===== config.mk =====
export PLATFORM = sky130hd
export DESIGN_NAME = pipe_stage_reg
export DESIGN_NICKNAME = d
export VERILOG_FILES = /design/src/rtl/pipe_stage_reg.sv
export SDC_FILE = /design/constraint.sdc
export NUM_CORES = 1
export LEC_CHECK = 0
export CORE_MARGIN = 4
export CORE_UTILIZATION = 51
export DETAILED_ROUTE_END_ITERATION = 10
export PLACE_DENSITY = 0.9
export SLEW_MARGIN = 40
export SYNTH_ARGS = -nofsm -noshare
export SYNTH_HDL_FRONTEND = slang
export SYNTH_SLANG_ARGS = --single-unit

===== constraint.sdc =====
create_clock -name Clk -period 4.65 [get_ports Clk]
set_input_delay 0.465 -clock Clk [delete_from_list [all_inputs] [get_ports Clk]]
set_output_delay 0.465 -clock Clk [all_outputs]
set_load 0.01 [all_outputs]

===== src/rtl/pipe_stage_reg.sv =====
// Generic valid/ready pipeline stage with a control/data payload split.
// Supports flush, bubble kill of control bits, an optional skid entry and a saturating flush counter.
module pipe_stage_reg #(
    parameter int                 DATA_W         = 128,
    parameter int                 CTRL_W         = 16,
    parameter logic [CTRL_W-1:0]  CTRL_KILL_MASK = {CTRL_W{1'b1}},
    parameter int                 SKID           = 1,
    parameter int                 CNT_W          = 16
) (
    input  logic              Clk,
    input  logic              Clr,
    input  logic              in_valid,
    output logic              in_ready,
    input  logic [CTRL_W-1:0] in_ctrl,
    input  logic [DATA_W-1:0] in_data,
    input  logic              bubble,
    input  logic              flush,
    output logic              out_valid,
    input  logic              out_ready,
    output logic [CTRL_W-1:0] out_ctrl,
    output logic [DATA_W-1:0] out_data,
    output logic [1:0]        occupancy,
    output logic [CNT_W-1:0]  flush_cnt
);

    logic              m_valid_q, m_valid_d;
    logic [CTRL_W-1:0] m_ctrl_q,  m_ctrl_d;
    logic [DATA_W-1:0] m_data_q,  m_data_d;
    logic              s_valid_q, s_valid_d;
    logic [CTRL_W-1:0] s_ctrl_q,  s_ctrl_d;
    logic [DATA_W-1:0] s_data_q,  s_data_d;
    logic [CNT_W-1:0]  flush_cnt_q, flush_cnt_d;

    logic              accept;
    logic              pop;
    logic [1:0]        held;
    logic [CTRL_W-1:0] in_ctrl_eff;

    function automatic logic [CNT_W-1:0] sat_add(input logic [CNT_W-1:0] a, input logic [1:0] n);
        logic [CNT_W:0] sum;
        sum = {1'b0, a} + {{(CNT_W-1){1'b0}}, n};
        return sum[CNT_W] ? {CNT_W{1'b1}} : sum[CNT_W-1:0];
    endfunction

    // With a skid entry, in_ready depends only on state, so out_ready never reaches upstream.
    assign in_ready    = (SKID != 0) ? !s_valid_q : (!m_valid_q || out_ready);
    assign accept      = in_valid & in_ready;
    assign pop         = m_valid_q & out_ready;
    assign held        = {1'b0, m_valid_q} + {1'b0, s_valid_q};
    assign in_ctrl_eff = bubble ? (in_ctrl & ~CTRL_KILL_MASK) : in_ctrl;

    always_comb begin
        m_valid_d   = m_valid_q;
        m_ctrl_d    = m_ctrl_q;
        m_data_d    = m_data_q;
        s_valid_d   = s_valid_q;
        s_ctrl_d    = s_ctrl_q;
        s_data_d    = s_data_q;
        flush_cnt_d = flush_cnt_q;

        if (flush) begin
            m_valid_d   = 1'b0;
            m_ctrl_d    = '0;
            m_data_d    = '0;
            s_valid_d   = 1'b0;
            s_ctrl_d    = '0;
            s_data_d    = '0;
            flush_cnt_d = sat_add(flush_cnt_q, held);
        end else if (SKID != 0) begin
            if (!m_valid_q || pop) begin
                // The skid entry is older than anything offered now, so it drains first.
                if (s_valid_q) begin
                    m_valid_d = 1'b1;
                    m_ctrl_d  = s_ctrl_q;
                    m_data_d  = s_data_q;
                    s_valid_d = 1'b0;
                end else if (accept) begin
                    m_valid_d = 1'b1;
                    m_ctrl_d  = in_ctrl_eff;
                    m_data_d  = in_data;
                end else begin
                    m_valid_d = 1'b0;
                end
            end else if (accept) begin
                s_valid_d = 1'b1;
                s_ctrl_d  = in_ctrl_eff;
                s_data_d  = in_data;
            end
        end else begin
            if (accept) begin
                m_valid_d = 1'b1;
                m_ctrl_d  = in_ctrl_eff;
                m_data_d  = in_data;
            end else if (pop) begin
                m_valid_d = 1'b0;
            end
        end
    end

    always_ff @(negedge Clk) begin
        if (Clr) begin
            m_valid_q   <= 1'b0;
            m_ctrl_q    <= '0;
            m_data_q    <= '0;
            s_valid_q   <= 1'b0;
            s_ctrl_q    <= '0;
            s_data_q    <= '0;
            flush_cnt_q <= '0;
        end else begin
            m_valid_q   <= m_valid_d;
            m_ctrl_q    <= m_ctrl_d;
            m_data_q    <= m_data_d;
            s_valid_q   <= s_valid_d;
            s_ctrl_q    <= s_ctrl_d;
            s_data_q    <= s_data_d;
            flush_cnt_q <= flush_cnt_d;
        end
    end

    assign out_valid = m_valid_q;
    assign out_ctrl  = m_ctrl_q;
    assign out_data  = m_data_q;
    assign occupancy = held;
    assign flush_cnt = flush_cnt_q;

endmodule


==> impl_metrics.toml <==
[run_status]
status = "finished, final reports clean"

[critical_path]
r2r-start = "out_valid"
critPathTopFamily = "buffers and inverters"
r2r_slack_ps = 2030
worstPathMaxFanout = 4
reg2regPathDepth = 9
critPathCaptureType = "output port"
cp_slowest_cell = "clkdlybuf4s50_1"
crit_required_ps = 4180
worstSetupPathType = "reg -> out"
slowest_delay_ps = 580
crit_buf_inv = 1
crit-reg2reg-capture = "flush_cnt[10]"
cp_data_arrival_time_ps = 4120
cp-startpoint = "out_valid"
path_depth = 2
path_cells = "ha_1, clkdlybuf4s50_1"
start_kind = "register"

[drt]
routedWlPerCell_um = 17.4
drc = 0
dr_total_vias = 12700
ant_nets = 0
drtIter0Drc = 1089
dr.pass1.iters = 5
post_drt_via_cell_ratio = 5.52
routed_wl_um = 40000

[synthesis]
synth_cells = 1385
synth_cell_types = 39
yosysSeqAreaShare_pct = 50.2
syn_area_per_cell_um2 = 8.80
ys_warn_count = 0
synth_top_area_cell = "dfxtp_1"
synth-seq-cells = 306
synth_top_area_share_pct = 50.2
synth_flop_cell = "dfxtp_1"
syn_nets = 1539
syn_area_mm2 = 0.0122
synthTopCellsByArea = "dfxtp_1 50%, mux2i_1 11%, a211oi_1 8.9%"
synth-edff-count = 0
synthArstFlopShare_pct = 0

[clock_network]
clock_path_buffers = 3
cts_tree = "done"
cts_max_level = 2
clk_pin_slew_ps = 40
clk_latency_ps = 620
numClockSinks = 306
cts_setup_buffers = 0
root_buffer = "clkbuf_16"
numCtsBuffers = 34

[hold_path]
holdPathEnd = "s_data_q[91]"
hp-start = "s_data_q[91]"
min_path_cells = 2
hp-class = "reg -> reg"

[sta]
rsz0062_at_grt = "false"
slew_headroom_pct = 46.3
hold_violations = 0
worst_slew_pin_slew_ps = 805
skew_ps = 54.8
slew_viol_final = 0
setup_viol = 0
hold_ws_ps = 449
finalSetupTns_ps = 0

[placement]
gp_congestion = 0.829
hpwl_um = 22800
dp.cells = 1932
portBuffers = 313

[floorplanning]
num_io_pins = 314
fp.dieW_um = 163
rows = 56
dieArea_mm2 = 0.0264
core_area_mm2 = 0.0235
initial_core_util_pct = 51.9
die_h_um = 163

[layout]
layout_commonest_cell = "inv_1"
fin_util_pct = 76.7
syn_to_final_growth_pct = 47.7
final_nets = 2108
final_cell_mix = "320 x inv_1, 312 x clkdlybuf4s50_1, 305 x dfxtp_1, 276 x nand2_1, 162 x a21oi_1"
final_cell_count_no_fill = 2298
drive_gt1_share_pct = 5.31

[power_and_ir_drop]
clockPowerShare_pct = 54.5
power_density_mw_per_mm2 = 410
internal-power_mw = 5.13
p_leak_nw = 7.25
sw_frac_of_total_pct = 30.5
net-switching-power_mw = 2.25
comb_power_share_pct = 8.3
ir_drop_mv = 0.325
pwr-share-seq_pct = 37.2

[grt]
gr-usage-met2_pct = 49.8
antenna_found_initial = 1
grt_pass1_wl_um = 63000
busiest_layer = "met2"
use_met1_pct = 29.4
grt_max_degree = 106
grt_pass1_vias = 13500
overflow = 0
grt_use_total_pct = 28.7
grt_use_met3_pct = 8.78

[flow_run]
drv_cap = 0
-- power by group through the flow --
| stage | logic (mW) | clock network (mW) | registers, mW |
|---|---|---|---|
| floorplan | 0.227 | 0.398 | 2.80 |
| global route | 0.657 | 4.38 | 2.75 |
| global placement | 0.578 | 0.398 | 2.78 |
| detailed placement | 0.595 | 0.398 | 2.78 |
| finish | 0.614 | 4.02 | 2.75 |
| CTS | 0.613 | 4.11 | 2.75 |
-- metal layers --
metal / part of all wire (%) / wire (um)
met1: 36 / 14600
met2: 51 / 20500
met3: 6.6 / 2630
met4: 5.8 / 2320
met5: 0 / 0
-- how the worst max path moves through the flow --
stage / to / slack [ps]
finish: occupancy[1] / 60
global placement: out_data[87] / 170
detailed placement: out_data[35] / 80
global route: occupancy[1] / 4
CTS: occupancy[0] / 20
floorplan: out_valid / 620
-- tightest hold or removal path: stages, from the launching register on --
cell and delay [ps]:
dfxtp_1 300, nand2_1 50, a21oi_1 50
-- state kept, by name, summed over array words and instances (netlist names) --
name,cells
s_data_q,128
out_valid,1
out_ctrl,16
s_valid_q,1
out_data,128
flush_cnt,16
s_ctrl_q,16
-- logic make-up (layout without fill, tap and decap cells) --
| group | Yosys count | after routing | share of synthesized area (%) |
|---|---|---|---|
| mux | 129 | 129 | 10.6 |
| flops | 306 | 306 | 50.2 |
| xor+xnor | 9 | 9 | 0.647 |
| simple gates | 481 | 481 | 16.5 |
| compound gates | 328 | 328 | 16.9 |
| buf+inv | 128 | 721 | 4.61 |
| other cells | 0 | 1 | 0 |
| fa+ha+maj | 4 | 4 | 0.472 |
-- synth_stat cells, drive strengths merged, types with 3 or more instances --
library cell / n
o21ai: 3
a211oi: 145
a31oi: 4
buf: 48
a21oi: 172
mux2i: 129
nand2: 276
and3: 3
clkbuf: 73
nand3: 5
dfxtp: 306
nor2: 146
xor2: 7
nand4: 6
or3: 3
inv: 7
nand3b: 16
ha: 3
nor3b: 16
-- metrics by stage --
stage | setup WS [ps] | instance area, um^2 | total power [mW]
after global placement | 169 | 15700 | 3.76
after floorplan | 622 | 12200 | 3.43
after detailed placement | 84.8 | 15700 | 3.77
final | 62.6 | 18000 | 7.39
after CTS | 20.6 | 18000 | 7.47
after global routing | 4.39 | 18000 | 7.79
-- cell type report --
| cell class | instances | area (um^2) |
|---|---|---|
| diodes | 1 | 2.50 |
| clock buffers | 35 | 876 |
| clock inverters | 331 | 1450 |
| fillers | 1392 | 5470 |
| inverters | 6 | 22.5 |
| multi-input cells | 951 | 5530 |
| flip-flops and latches | 306 | 6130 |
| well taps | 319 | 399 |
| repair buffers | 349 | 3590 |
-- what timing repair did --
| action | 4_1_cts | 5_1_grt |
|---|---|---|
| hold buffers | 0 | 0 |
| setup endpoints to repair | 0 | 1 |
| resized for setup | 0 | 1 |
No activity file was read; power rests on OpenSTA's default activity.
